`config.mk`:
```
export PLATFORM = sky130hd
export DESIGN_NAME = bht_update_queue
export DESIGN_NICKNAME = d
export VERILOG_FILES = /design/src/rtl/ariane_pkg.sv /design/src/rtl/bht_update_queue.sv
export SDC_FILE = /design/constraint.sdc
export NUM_CORES = 1
export LEC_CHECK = 0
export ABC_AREA = 1
export CORE_MARGIN = 8
export CORE_UTILIZATION = 55
export DETAILED_ROUTE_END_ITERATION = 8
export HOLD_SLACK_MARGIN = 0.03
export PLACE_DENSITY_LB_ADDON = 0.12
export SKIP_CTS_REPAIR_TIMING = 1
export SLEW_MARGIN = 20
export SYNTH_ARGS = -nofsm -noshare
export SYNTH_HDL_FRONTEND = slang
export SYNTH_SLANG_ARGS = --single-unit
```
`constraint.sdc`:
```
create_clock -name clk_i -period 7.2 [get_ports clk_i]
set_input_delay 0.72 -clock clk_i [delete_from_list [all_inputs] [get_ports clk_i]]
set_output_delay 0.72 -clock clk_i [all_outputs]
set_load 0.03 [all_outputs]
```
`src/rtl/ariane_pkg.sv`:
```
// Shared types for the branch-prediction path.
// bht_update_t: one update beat toward the branch history table.
package ariane_pkg;

    typedef struct packed {
        logic        valid;
        logic [63:0] pc;
        logic        taken;
    } bht_update_t;

endpackage

```
`src/rtl/bht_update_queue.sv`:
```
// Buffers resolved branches (two lanes/cycle) and drains one BHT update per cycle.
// Ports: clk_i, rst_ni (async low), flush_i, debug_mode_i, res_* lanes in,
//        res_ready_o, bht_update_o, resolved_cnt_o, mispredict_cnt_o.
module bht_update_queue
    import ariane_pkg::*;
#(
    parameter int unsigned DEPTH = 8
) (
    input  logic             clk_i,
    input  logic             rst_ni,
    input  logic             flush_i,
    input  logic             debug_mode_i,
    input  logic [1:0]       res_valid_i,
    output logic             res_ready_o,
    input  logic [1:0][63:0] res_pc_i,
    input  logic [1:0]       res_taken_i,
    input  logic [1:0]       res_pred_taken_i,
    output bht_update_t      bht_update_o,
    output logic [31:0]      resolved_cnt_o,
    output logic [31:0]      mispredict_cnt_o
);

    localparam int unsigned PW = $clog2(DEPTH);

    logic [63:0]    pc_mem [DEPTH];
    logic [DEPTH-1:0] tk_mem;

    logic [PW-1:0]  wptr_q, wptr_d;
    logic [PW-1:0]  rptr_q, rptr_d;
    logic [PW-1:0]  wptr_l1;
    logic [PW:0]    cnt_q, cnt_d;
    logic [31:0]    res_cnt_q, res_cnt_d;
    logic [31:0]    mis_cnt_q, mis_cnt_d;

    logic [1:0]     acc;
    logic [1:0]     mis;
    logic [1:0]     n_acc;
    logic [1:0]     n_mis;
    logic           pop;

    // Adds 0..2 and clamps at all-ones; the carry bit catches a +2 overflow.
    function automatic logic [31:0] sat_add(input logic [31:0] a,
                                            input logic [1:0]  inc);
        logic [32:0] s;
        s = {1'b0, a} + {31'd0, inc};
        return s[32] ? 32'hFFFF_FFFF : s[31:0];
    endfunction

    // Two free slots are required so both lanes can always land.
    assign res_ready_o = (cnt_q <= (PW+1)'(DEPTH - 2));

    always_comb begin
        acc   = res_valid_i & {2{res_ready_o & ~debug_mode_i & ~flush_i}};
        mis   = acc & (res_taken_i ^ res_pred_taken_i);
        n_acc = {1'b0, acc[0]} + {1'b0, acc[1]};
        n_mis = {1'b0, mis[0]} + {1'b0, mis[1]};
        pop   = (cnt_q != '0) & ~flush_i;
        // Lane 1 packs behind lane 0 only if lane 0 was taken in.
        wptr_l1 = wptr_q + PW'(acc[0]);
    end

    always_comb begin
        wptr_d    = wptr_q + PW'(n_acc);
        rptr_d    = rptr_q + PW'(pop);
        cnt_d     = cnt_q + (PW+1)'(n_acc) - (PW+1)'(pop);
        res_cnt_d = sat_add(res_cnt_q, n_acc);
        mis_cnt_d = sat_add(mis_cnt_q, n_mis);
        if (flush_i) begin
            wptr_d = '0;
            rptr_d = '0;
            cnt_d  = '0;
        end
    end

    always_ff @(posedge clk_i or negedge rst_ni) begin
        if (!rst_ni) begin
            wptr_q    <= '0;
            rptr_q    <= '0;
            cnt_q     <= '0;
            res_cnt_q <= '0;
            mis_cnt_q <= '0;
        end else begin
            wptr_q    <= wptr_d;
            rptr_q    <= rptr_d;
            cnt_q     <= cnt_d;
            res_cnt_q <= res_cnt_d;
            mis_cnt_q <= mis_cnt_d;
        end
    end

    // Payload storage is not reset; occupancy alone qualifies it.
    always_ff @(posedge clk_i) begin
        if (acc[0]) begin
            pc_mem[wptr_q] <= res_pc_i[0];
            tk_mem[wptr_q] <= res_taken_i[0];
        end
        if (acc[1]) begin
            pc_mem[wptr_l1] <= res_pc_i[1];
            tk_mem[wptr_l1] <= res_taken_i[1];
        end
    end

    always_comb begin
        bht_update_o       = '0;
        bht_update_o.valid = (cnt_q != '0);
        if (cnt_q != '0) begin
            bht_update_o.pc    = pc_mem[rptr_q];
            bht_update_o.taken = tk_mem[rptr_q];
        end
    end

    assign resolved_cnt_o   = res_cnt_q;
    assign mispredict_cnt_o = mis_cnt_q;

endmodule

```
== Word-level counts from Yosys, hierarchy flattened ==
Memory sizes are Yosys's and may differ from the RTL's.
Index checks and enable logic that the tools add are counted.
Word-level totals
  bits in registers: 82
  bits in latches: 0
  bits in writable memories: 512
  ROM bits: 0
  input bits: 138
  output and inout bits: 131
  memories: 1
Memory list
  pc_mem: depth 8, bits a word 64, read ports 1, clocked after Yosys merged registers in 0, wr ports 2, RTL line bht_update_queue.sv:25  | logic [63:0] pc_mem [DEPTH];
Operators by class
  add/sub/neg operators: 9
  $mul: 0
  div/mod/pow operators: 0
  magnitude comparators: 6
  eq/ne operators: 0
  shifts and indexed selects: 0
  mux-type cells: 20
  bitwise gates (word level): 8
  reductions and logical operators: 3
Operators by type and width (count)
  adder 32 x 2 -> 33 bit: 2
  2-to-1 mux 65 bit: 1
  2-to-1 mux 32 bit: 2
  bitwise mux 8 bit: 2
  2-to-1 mux 8 bit: 2
  less-than comparator 3 x 4 -> 1 bit (second input constant): 3
  2-to-1 mux 1 bit: 7
  adder 3 x 1 -> 3 bit: 2
  demux 1 bit (select 3 bit): 2
  >= comparator 3 x 1 -> 1 bit (second input constant): 2
  2-to-1 mux 3 bit: 2
  adder 1 x 1 -> 2 bit: 2
  adder 4 x 2 -> 4 bit: 1
  AND 2 bit: 2
  less-or-equal comparator 4 x 3 -> 1 bit (second input constant): 1
  2-to-1 mux 4 bit: 1
  nonzero test 4 bit: 1
  subtractor 4 x 1 -> 4 bit: 1
  adder 3 x 2 -> 3 bit: 1
  AND 1 bit: 3
  binary-select mux 1 bit (select 3 bit): 1
  logical AND 1 bit: 2
  inverter 1 bit: 2
  bitwise XOR 2 bit: 1

== Logic depth before layout (Yosys ltp) ==
  depth after elaboration: 11
  mapped depth: 21
  gate-level depth less buffers: 20

== Worst setup path before layout ==
No wires, ideal clock.
  path type: input port to flip-flop
  start point: in debug_mode_i
  end point: mem pc_mem[2][0] (enable)
  setup time: 0.574 ns
  data arrival time: 5.692 ns
  required time: 6.626 ns
  setup slack: 0.934 ns
  cell stages on the path: 3
  buffers on the path: 0
  path through: nor2_2 > nand3_2 > o21ai_0
RTL lines
  start, declared: RTL line bht_update_queue.sv:12  | input logic debug_mode_i,
  end, declared: RTL line bht_update_queue.sv:25

==> results.py <==
metrics = {
    "sta": {
        "period_share_pct": 73.4,
        "rsz0062_at_grt": "false",
        "finClkSkew_ps": 25.6,
        "setup_viol": 0,
        "min_period_ps": 5280,
        "final_hold_viol_count": 0,
        "worst_pin_slew_ps": 1100,
        "slew_headroom_pct": 26.4,
        "setup-tns-final_ps": 0,
        "drv_slew": 0,
        "max_freq_mhz": 189,
    },
    "cts": {
        "worstSkewPairLatency_ps": 600,
        "clock_path_buffers": 3,
        "cts-root-buf": "clkbuf_16",
        "cts_tree": "done",
        "path_clk_slew_ps": 60,
        "cts.htree.levels": 3,
        "numCtsBuffers": 67,
        "numClockSinks": 594,
    },
    "layout": {
        "fin_nets": 3840,
        "final_layout_size_suffix_gt1_share_pct": 6.45,
        "syn2layout_area_growth_pct": 14.7,
        "fillerInstances": 4757,
        "multiInputGateArea_um2": 11800,
        "final_util_pct": 63.8,
        "regArea_um2": 17400,
        "stdcell_area_um2": 36000,
    },
    "synth": {
        "ys_warn_count": 0,
        "synth_area_leaders": "edfxtp_1, nand2_1, o21ai_0",
        "synthFlopType": "edfxtp_1",
        "synthesis.area_um2": 31400,
        "synth.top_cell.area_share_pct": 49.0,
        "seq_area_frac_synth_pct": 55.4,
        "yosysMostFrequentCell": "nand2_1",
        "synth_edf_count": 512,
        "syn_area_per_cell_um2": 8.69,
        "synth_top_area_cell": "edfxtp_1",
        "syn_inst": 3610,
        "synth_common_cells": "nand2_1, nor2_1, o21ai_0",
        "ys_seq_elements": 594,
        "async_reset_ff_share_pct": 12.5,
        "synth_nets": 3768,
        "synth_cell_types": 38,
    },
    "floorplan": {
        "die_area_um2": 64900,
        "core-area_um2": 56400,
        "num_io_pins": 269,
        "start_util_pct": 55.6,
        "fp-row-count": 87,
        "die_y_um": 255,
        "die_width_um": 255,
    },
    "pwr": {
        "total_power_mw": 11.1,
        "pwr_density_cell_nw_per_um2": 309,
        "leakage_nw": 14.1,
        "max-vdd-ir-drop_mv": 0.194,
    },
    "global_route": {
        "grt_overflow": 0,
        "grt_max_degree": 151,
        "grt_pass1_wl_um": 138000,
        "antenna_found_initial": 12,
        "grt_pass1_vias": 25200,
        "grt_util_all_layers_pct": 26.9,
    },
    "worst_setup_path": {
        "cp.arrival_ps": 4560,
        "cp.required_ps": 6480,
        "cp-start-kind": "register",
        "endpoint_kind": "primary output",
        "crit_type": "reg2out",
        "cp_max_fo": 97,
    },
    "status": {
        "outcome": "completed",
    },
    "placement": {
        "placement.io_buffers": 268,
        "dpl_cell_area_um2": 33800,
        "dpl.hpwl_um": 51900,
        "gp_congestion": 0.906,
    },
    "route": {
        "via_per_inst": 5.75,
        "drc_errors": 0,
        "totalWireLength_um": 89000,
        "ant_nets": 0,
        "drt_iter0_markers": 2367,
        "via_count": 25900,
        "routedWlPerCell_um": 19.8,
        "drt_pass1_iterations": 6,
    },
    "job": {
        "cap_viol_max_count": 0,
    },
    "hold_path": {
        "hp-class": "in2async",
    },
}
[kinds of logic (layout without fill, tap and decap cells)]
| family | count (synthesis) | count (layout) | share of synthesized area, % |
|---|---|---|---|
| AO/OA/AOI/OAI | 997 | 997 | 16.7 |
| adder cells (fa/ha/maj) | 20 | 20 | 0.846 |
| buffers and inverters | 465 | 589 | 7.23 |
| AND/OR/NAND/NOR | 1517 | 1517 | 19.3 |
| XOR/XNOR | 17 | 17 | 0.475 |
| other | 0 | 6 | 0 |
| flip-flops | 594 | 594 | 55.4 |
[sequential cells by signal (all words and copies together), names as in the netlist]
name and cells:
pc_mem 512, cnt_q 4, mispredict_cnt_o 32, resolved_cnt_o 32, wptr_q 3, tk_mem 8
rptr_q 3
[placed cells by master (no fill, tap or decap), types with 18 or more instances in the layout]
master / count
buf_4: 25
ha_1: 18
inv_1: 160
nor2_1: 606
nand3_1: 88
clkdlybuf4s50_1: 267
nand2_1: 735
edfxtp_1: 512
clkbuf_16: 69
o21ai_2: 65
dfrtp_1: 71
nor3_1: 25
o21ai_1: 369
o21ai_0: 547
[through the flow]
step | setup WS (ps) | std cells | hold slack (ps)
floorplan | 934 | 3610 | 424
global placement | 1960 | 4369 | 489
detailed placement | 1880 | 4369 | 500
CTS | 2010 | 4490 | 296
global route | 1770 | 4492 | 334
finish | 1920 | 4496 | 267
[layer usage]
layer	track usage (%)	up-vias	part of all wire (%)	wire [um]
met5	0	-	0.094	84
met4	7.90	14	2.5	2210
met3	6.40	162	9.2	8180
met2	44.8	1050	48	42900
met1	34.8	12300	40	35600
li1	-	12400	-	-
[layout make-up]
class	count	area share, %
diodes	6	0.0417
clock buffers	85	4.99
clock inverters	36	1.11
inverters	171	1.82
multi-input cells	2551	32.9
flip-flops and latches	594	48.4
well taps	756	2.63
repair buffers	297	8.18
[worst max-delay path: stages (launching register included)]
cell             delay, ps
dfrtp_4                740
buf_4                  530
buf_4                  850
nor2_1                 130
nor2_1                 130
o21ai_0                 90
o21ai_0                110
o21ai_0                100
nor2_1                 390
clkdlybuf4s50_1        770
[power by group]
part,switching [mW],internal (mW),leakage [nW],total [mW]
clock,1.39,2.06,1.07,3.45
combinational,2.45,1.21,7.38,3.66
sequential,0.118,3.89,5.67,4.01
[path summary, 6_finish.rpt]
path	from	cells past startpoint	slack, ps	end
max	rptr_q[0]	9	1920	bht_update_o[63]
min	rst_ni	1	270	resolved_cnt_o[23]
max reg2reg	cnt_q[3]	15	2600	pc_mem[1][36]
min reg2reg	mispredict_cnt_o[26]	2	510	mispredict_cnt_o[26]
max in group asynchronous	rst_ni	1	6170	rptr_q[0]
min in group clk_i	mispredict_cnt_o[26]	2	510	mispredict_cnt_o[26]
Note: power is estimated with default switching activity, not from simulation.
